### src/rtl/ram_write_arbiter.sv
// ram_write_arbiter: shares the game-state RAM write port between the
// simulation engine and the mouse sand brush.
//   - Engine wins by default; a starvation counter forces a brush grant after
//     STARVE_LIMIT consecutive denied brush cycles.
//   - Same-address requests are merged: both are accepted and the brush data
//     is written, so user paint overrides the simulation.
//   - The write port is registered (latency 1) and drives the RAM pins.
// Ports:
//   clk_i, reset_i (sync, active-low)
//   eng_valid_i/eng_addr_i/eng_data_i/eng_ready_o        engine request
//   brush_valid_i/brush_addr_i/brush_data_i/brush_ready_o brush request
//   wr_en_o/wr_address_o/wr_data_o                       RAM write port
//   collision_o   pulse: an engine write was absorbed by a brush write
//   starve_cnt_o  current starvation counter
module ram_write_arbiter #(
  parameter int unsigned ADDR_WIDTH   = 19,
  parameter int unsigned DATA_WIDTH   = 1,
  parameter int unsigned STARVE_LIMIT = 8,
  localparam int unsigned CNT_WIDTH   = (STARVE_LIMIT == 0) ? 1 : $clog2(STARVE_LIMIT + 1)
) (
  input  logic                  clk_i,
  input  logic                  reset_i,
  input  logic                  eng_valid_i,
  input  logic [ADDR_WIDTH-1:0] eng_addr_i,
  input  logic [DATA_WIDTH-1:0] eng_data_i,
  output logic                  eng_ready_o,
  input  logic                  brush_valid_i,
  input  logic [ADDR_WIDTH-1:0] brush_addr_i,
  input  logic [DATA_WIDTH-1:0] brush_data_i,
  output logic                  brush_ready_o,
  output logic                  wr_en_o,
  output logic [ADDR_WIDTH-1:0] wr_address_o,
  output logic [DATA_WIDTH-1:0] wr_data_o,
  output logic                  collision_o,
  output logic [CNT_WIDTH-1:0]  starve_cnt_o
);

  logic same_addr;
  logic brush_forced;
  logic eng_fire;
  logic brush_fire;

  assign same_addr    = (eng_addr_i == brush_addr_i);
  // With STARVE_LIMIT=0 the counter never leaves 0, so the brush is always forced.
  assign brush_forced = (starve_cnt_o == CNT_WIDTH'(STARVE_LIMIT));

  // Grant decision; readies depend only on valids, addresses and the counter.
  always_comb begin
    eng_ready_o   = 1'b0;
    brush_ready_o = 1'b0;
    if (reset_i) begin
      eng_ready_o   = eng_valid_i   && (!brush_valid_i || same_addr || !brush_forced);
      brush_ready_o = brush_valid_i && (!eng_valid_i   || same_addr ||  brush_forced);
    end
  end

  assign eng_fire   = eng_valid_i   && eng_ready_o;
  assign brush_fire = brush_valid_i && brush_ready_o;

  // Registered write port, collision flag and starvation counter.
  always_ff @(posedge clk_i) begin
    if (!reset_i) begin
      wr_en_o      <= 1'b0;
      wr_address_o <= '0;
      wr_data_o    <= '0;
      collision_o  <= 1'b0;
      starve_cnt_o <= '0;
    end else begin
      wr_en_o     <= eng_fire || brush_fire;
      // Both accepted in one cycle only happens on a same-address merge.
      collision_o <= eng_fire && brush_fire;
      if (brush_fire) begin
        wr_address_o <= brush_addr_i;
        wr_data_o    <= brush_data_i;
      end else if (eng_fire) begin
        wr_address_o <= eng_addr_i;
        wr_data_o    <= eng_data_i;
      end
      if (!brush_valid_i || brush_fire) begin
        starve_cnt_o <= '0;
      end else if (starve_cnt_o != CNT_WIDTH'(STARVE_LIMIT)) begin
        starve_cnt_o <= starve_cnt_o + CNT_WIDTH'(1);
      end
    end
  end

endmodule

### config.mk
export PLATFORM = sky130hd
export DESIGN_NAME = ram_write_arbiter
export DESIGN_NICKNAME = d
export VERILOG_FILES = /design/src/rtl/ram_write_arbiter.sv
export SDC_FILE = /design/constraint.sdc
export NUM_CORES = 1
export LEC_CHECK = 0
export ABC_CLOCK_PERIOD_IN_PS = 4000
export CORE_MARGIN = 10
export CORE_UTILIZATION = 48
export CTS_BUF_LIST = sky130_fd_sc_hd__clkbuf_16
export CTS_CLUSTER_SIZE = 16
export DETAILED_ROUTE_END_ITERATION = 7
export DONT_BUFFER_PORTS = 1
export GPL_TIMING_DRIVEN = 0
export PLACE_DENSITY_LB_ADDON = 0.1
export SLEW_MARGIN = 40
export SYNTH_ARGS = -nofsm -noshare
export SYNTH_HDL_FRONTEND = slang
export SYNTH_SLANG_ARGS = --single-unit
### constraint.sdc
create_clock -name clk_i -period 4 [get_ports clk_i]
set_input_delay 1.2 -clock clk_i [delete_from_list [all_inputs] [get_ports clk_i]]
set_output_delay 1.2 -clock clk_i [all_outputs]
set_load 0.02 [all_outputs]
# Word-level counts from Yosys, hierarchy flattened
# Index checks and enable logic that the tools add are counted.
[classes] bitwise=1 n_reduce_logical=16 n_div=0 n_mux=6 eq_ne=3 order_cmp=0 shift=0 addsub=1 multipliers=0
[ops] cell="$mux W19" count=2
[ops] cell="$eq A19 B19 Y1" count=1
[ops] cell="$logic_or A1 B1 Y1" count=6
[ops] cell="$logic_and A1 B1 Y1" count=5
[ops] cell="$add A4 B1 Y4 const B" count=1
[ops] cell="$eq A4 B4 Y1 const B" count=1
[ops] cell="$mux W1" count=4
[ops] cell="$ne A4 B4 Y1 const B" count=1
[ops] cell="$logic_not A1 Y1" count=3
[ops] cell="$reduce_bool A2 Y1" count=1
[ops] cell="$reduce_or A2 Y1" count=1
[ops] cell="$not A1 Y1" count=1
[totals] mem_bits_ro=0 latch_bits=0 mem_bits_rw=0 n_memories=0 regBits=26

# Longest topological paths before layout
# Gate-level depths: netlist of the first run.
[logic_depth] ltp_word=8 depth_mapped=8 mapped_depth_nobuf=7

# Worst setup path after synthesis of the first run
# Ideal clock, no wire load.
[synth_path] path_kind="input to output" startpoint="input brush_addr_i[6]" endpoint="output brush_ready_o" t_arrival_ns=2.186 slack_ns=0.614 required_ns=2.800 stages=6 cell_sequence="xnor2_1 nand4_1 nor3_2 a41oi_2 buf_6 inv_1"
[synth_between] elab_chain_len=5
[synth_lines] item="start, declared" line_no="28" source="input logic [ADDR_WIDTH-1:0] brush_addr_i,"
[synth_lines] item="$eq A19 B19 Y1" line_no="43" source="assign same_addr = (eng_addr_i == brush_addr_i);"
[synth_lines] item="$logic_or A1 B1 Y1 (2 in a row)" line_no="53" source="brush_ready_o = brush_valid_i && (!eng_valid_i || same_addr || brush_forced);"
[synth_lines] item="$logic_and A1 B1 Y1" line_no="53"
[synth_lines] item="$mux W1" line_no="51" source="if (reset_i) begin"
[synth_lines] item="end, declared" line_no="30" source="output logic brush_ready_o,"
# No other way between the ends.

# Final worst setup path of the first run
[layout_path] startpoint="input brush_addr_i[3]" endpoint="output brush_ready_o"
# The elaborated chain is that of the path after synthesis.

==> results of run 1 <==
==> cell usage after synthesis (2+ instances only) <==
cell type   n
dfxtp_1    26
a21oi_1    22
mux2i_1    20
o21ai_0    20
xnor2_1    20
clkbuf_1    5
inv_1       5
nand4_1     5
nor2_1      5
buf_6       2
ha_1        2
nand3_1     2
==> critical path, delay by kind of cell <==
family                 cells  cell delay (ps)
AND/OR/NAND/NOR            2              380
buffers and inverters      2              370
AO/OA/AOI/OAI              1              220
XOR/XNOR                   1              150
==> stage by stage <==
stage	utilization (%)	setup WS, ps	instance area [µm²]
after floorplan	-	613.8	1340
after global routing	53.79	332.6	1458
after global placement	50.88	442.7	1379
after CTS	53.79	427.5	1458
after detailed placement	50.88	453.7	1379
final	53.79	456.5	1458
==> power by group through the flow <==
| stage | Clock (mW) | Sequential [mW] | Combinational [mW] |
|---|---|---|---|
| after floorplan | 0 | 0.310 | 0.0593 |
| after global placement | 0 | 0.315 | 0.0693 |
| after detailed placement | 0 | 0.316 | 0.0719 |
| after CTS | 0.224 | 0.310 | 0.0724 |
| after global routing | 0.237 | 0.311 | 0.0805 |
| final | 0.221 | 0.309 | 0.0713 |
==> registers in the layout, summed over array words and instances, names as in the netlist <==
| signal | flops |
|---|---|
| wr_address_o | 19 |
| starve_cnt_o | 4 |
| wr_en_o | 1 |
| wr_data_o | 1 |
| collision_o | 1 |
==> kinds of logic (layout without fill, tap and decap cells) <==
group           after synthesis  after routing  synth area share (%)
compound gates               45             45                 18.21
flops                        26             26                 38.84
xor+xnor                     21             21                 13.73
mux                          20             20                 14.94
simple gates                 17             17                 7.283
buf+inv                      13             17                 5.136
fa+ha+maj                     2              2                 1.867
==> layout make-up <==
type / count / area [µm²] / area share (%)
Inverter: 5 / 18.77 / 1.288
Tap cell: 31 / 38.79 / 2.661
Clock buffer: 3 / 75.07 / 5.150
Buffer: 8 / 50.05 / 3.433
Clock inverter: 1 / 3.754 / 0.2575
Multi-Input combinational cell: 105 / 750.7 / 51.50
Sequential cell: 26 / 520.5 / 35.71
==> worst max path at each step <==
stage | slack (ps) | from | to | cells past startpoint
global route | 330 | brush_addr_i[13] | brush_ready_o | 6
global placement | 440 | brush_addr_i[15] | brush_ready_o | 6
CTS | 430 | brush_addr_i[1] | brush_ready_o | 6
floorplan | 610 | brush_addr_i[6] | brush_ready_o | 6
detailed placement | 450 | brush_addr_i[6] | brush_ready_o | 6
finish | 460 | brush_addr_i[3] | brush_ready_o | 6
==> routing by layer <==
layer / routed length (µm) / up-vias / GRT usage, %
met1: 1291 / 501 / 13.80
met2: 1892 / 42 / 22.06
met4: 53 / 0 / 5.696
met3: 395 / 6 / 5.986
met5: 0 / - / 0
li1: - / 520 / -
==> run summary, run 1 <==
Overall Power -> 0.6008 mW
Reg2Reg Depth -> 8
placed cells -> 175
FF-to-FF End -> wr_address_o[17]
H-tree depth -> 1
unrepaired setup endpoints after global routing -> no
post-synth top area cell -> dfxtp_1
Initial Utilization -> 49.45%
Worst EP required -> 2800 ps
Worst Path Max Fanout -> 10
DRC -> 0
Post-synth EDFFs -> 0
Ports -> 72
core area -> 2710 µm²
CP Capture Type -> output port
global-route wire length before repair -> 5.554 mm
final wirelength -> 3.632 mm
post-CTS setup buffers -> 0
Worst Tran Pin Value -> 415.8 ps
Antenna Cells -> 0
# nets final -> 195
reg-to-reg setup timing slack -> 2000 ps
max-slew violations -> 0
Tmin final -> 3543 ps
initial antenna violation count -> 0
Initial DRC Count -> 34
GRT Overall Usage -> 13.14%
Post-DP HPWL -> 2.941 mm
main flop type after synthesis -> dfxtp_1
CP Cell Sequence -> xnor2_1, nand3_1, nor3_2, a41oi_2, buf_6, inv_1
Flop pwr share -> 51.4%
PD cells -> 412.2 nW/µm²
P_leak -> 0.6250 nW
CTS buffer count -> 3
final setup vio count -> 0
internal power -> 0.4449 mW
hold-fix buffers at CTS -> 0
largest net degree at the start of global routing -> 15
Die X -> 72.84 µm
Post-synth ARST share -> 0%
Pre-antenna DRT Iters -> 4
post_cts resized -> 0
register area share after synthesis -> 38.84%
most common cell after layout, fill and taps aside -> dfxtp_1
Avg Vias per Cell -> 5.972
Sink Count -> 26
vias in the first global route -> 1124
Die Y -> 72.84 µm
final cell count without fillers -> 179
Yosys cell types -> 22
Area Growth Syn to Fin -> 8.777%
Worst VDD drop -> 0.2673 mV
fmax -> 282.2 MHz
die area -> 5305 µm²
Tcrit/Tclk final -> 88.59%
hold_ws -> 577.0 ps
WP data arrival -> 2340 ps
layout cells sized above 1 -> 5.405%
CTS tree -> yes
synthesized cell area -> 1340 µm²
launching point of the worst reg2reg path -> starve_cnt_o[0]
Slowest cell on crit path -> nor3_2
Routed Antenna Nets -> 0
Hold Path End -> starve_cnt_o[0]
Avg Inst Size Synth -> 9.306 µm²
total vias in the final route -> 1069
HP Class -> flop to flop
post-synthesis cell count -> 144
clock latency on the worst-skew pair -> 260 ps
combinational share of power -> 11.9%
CP Class -> input pin to output port
Overflow after GRT -> 0
max-cap viol count -> 0
Sw Ratio -> 25.95%
commonest non-fill, non-tap cells in the layout -> dfxtp_1, a21oi_1, xnor2_1, mux2i_1, o21ai_0
Net Sw Power -> 0.1559 mW
Yosys top cell area share -> 38.84%
Slowest Stage Delay on Critical Path -> 260 ps
Clock Root Buffer -> clkbuf_16
Avg WL per Cell -> 20.29 µm
CTS max path bufs -> 2
YS warnings -> 0
Clock Pin Slew Worst Setup and Hold Paths -> 60 ps
Clk pwr share -> 36.7%
skew final -> 3.384 ps
#FFs+latches synth -> 26
Slew HR -> 72.28%
Rows -> 19
net count after synthesis -> 190
Port Buf Inserts -> 0
Fill cells -> 263
TNS Setup -> 0 ps
gpl congestion -> 0.7717
crit path launch type -> input pin
status -> finished, final reports clean
Fin. Hold Viols -> 0
Synth area leaders -> dfxtp_1, mux2i_1, xnor2_1, a21oi_1, o21ai_0
HP Start -> starve_cnt_o[0]
WHS Path Cells -> 1
(Power assumes the default switching activity.)
==> run 2, diff against run 1 <==
--- a/config.mk
+++ b/config.mk
@@ -5,7 +5,7 @@
 export SDC_FILE = /design/constraint.sdc
 export NUM_CORES = 1
 export LEC_CHECK = 0
-export ABC_CLOCK_PERIOD_IN_PS = 4000
+export ABC_CLOCK_PERIOD_IN_PS = 3200
 export CORE_MARGIN = 10
 export CORE_UTILIZATION = 48
 export CTS_BUF_LIST = sky130_fd_sc_hd__clkbuf_16
@@ -14,7 +14,7 @@
 export DONT_BUFFER_PORTS = 1
 export GPL_TIMING_DRIVEN = 0
 export PLACE_DENSITY_LB_ADDON = 0.1
-export SLEW_MARGIN = 40
+export SLEW_MARGIN = 15
 export SYNTH_ARGS = -nofsm -noshare
 export SYNTH_HDL_FRONTEND = slang
 export SYNTH_SLANG_ARGS = --single-unit
==> constraint.sdc (replaced) <==
create_clock -name clk_i -period 3.2 [get_ports clk_i]
set_input_delay 0.96 -clock clk_i [delete_from_list [all_inputs] [get_ports clk_i]]
set_output_delay 0.96 -clock clk_i [all_outputs]
set_load 0.02 [all_outputs]
==> results of run 2 <==
The final DEF is identical to that of run 1. Status: finished, final reports clean.
Main changes from that run: setup slack after placement 453.7 ps -> 133.7 ps; setup slack after layout 456.5 ps -> 136.5 ps; register-to-register setup slack 2000 ps -> 1200 ps; total power 0.6008 mW -> 0.7510 mW; worst IR drop on VDD 0.2673 mV -> 0.3341 mV
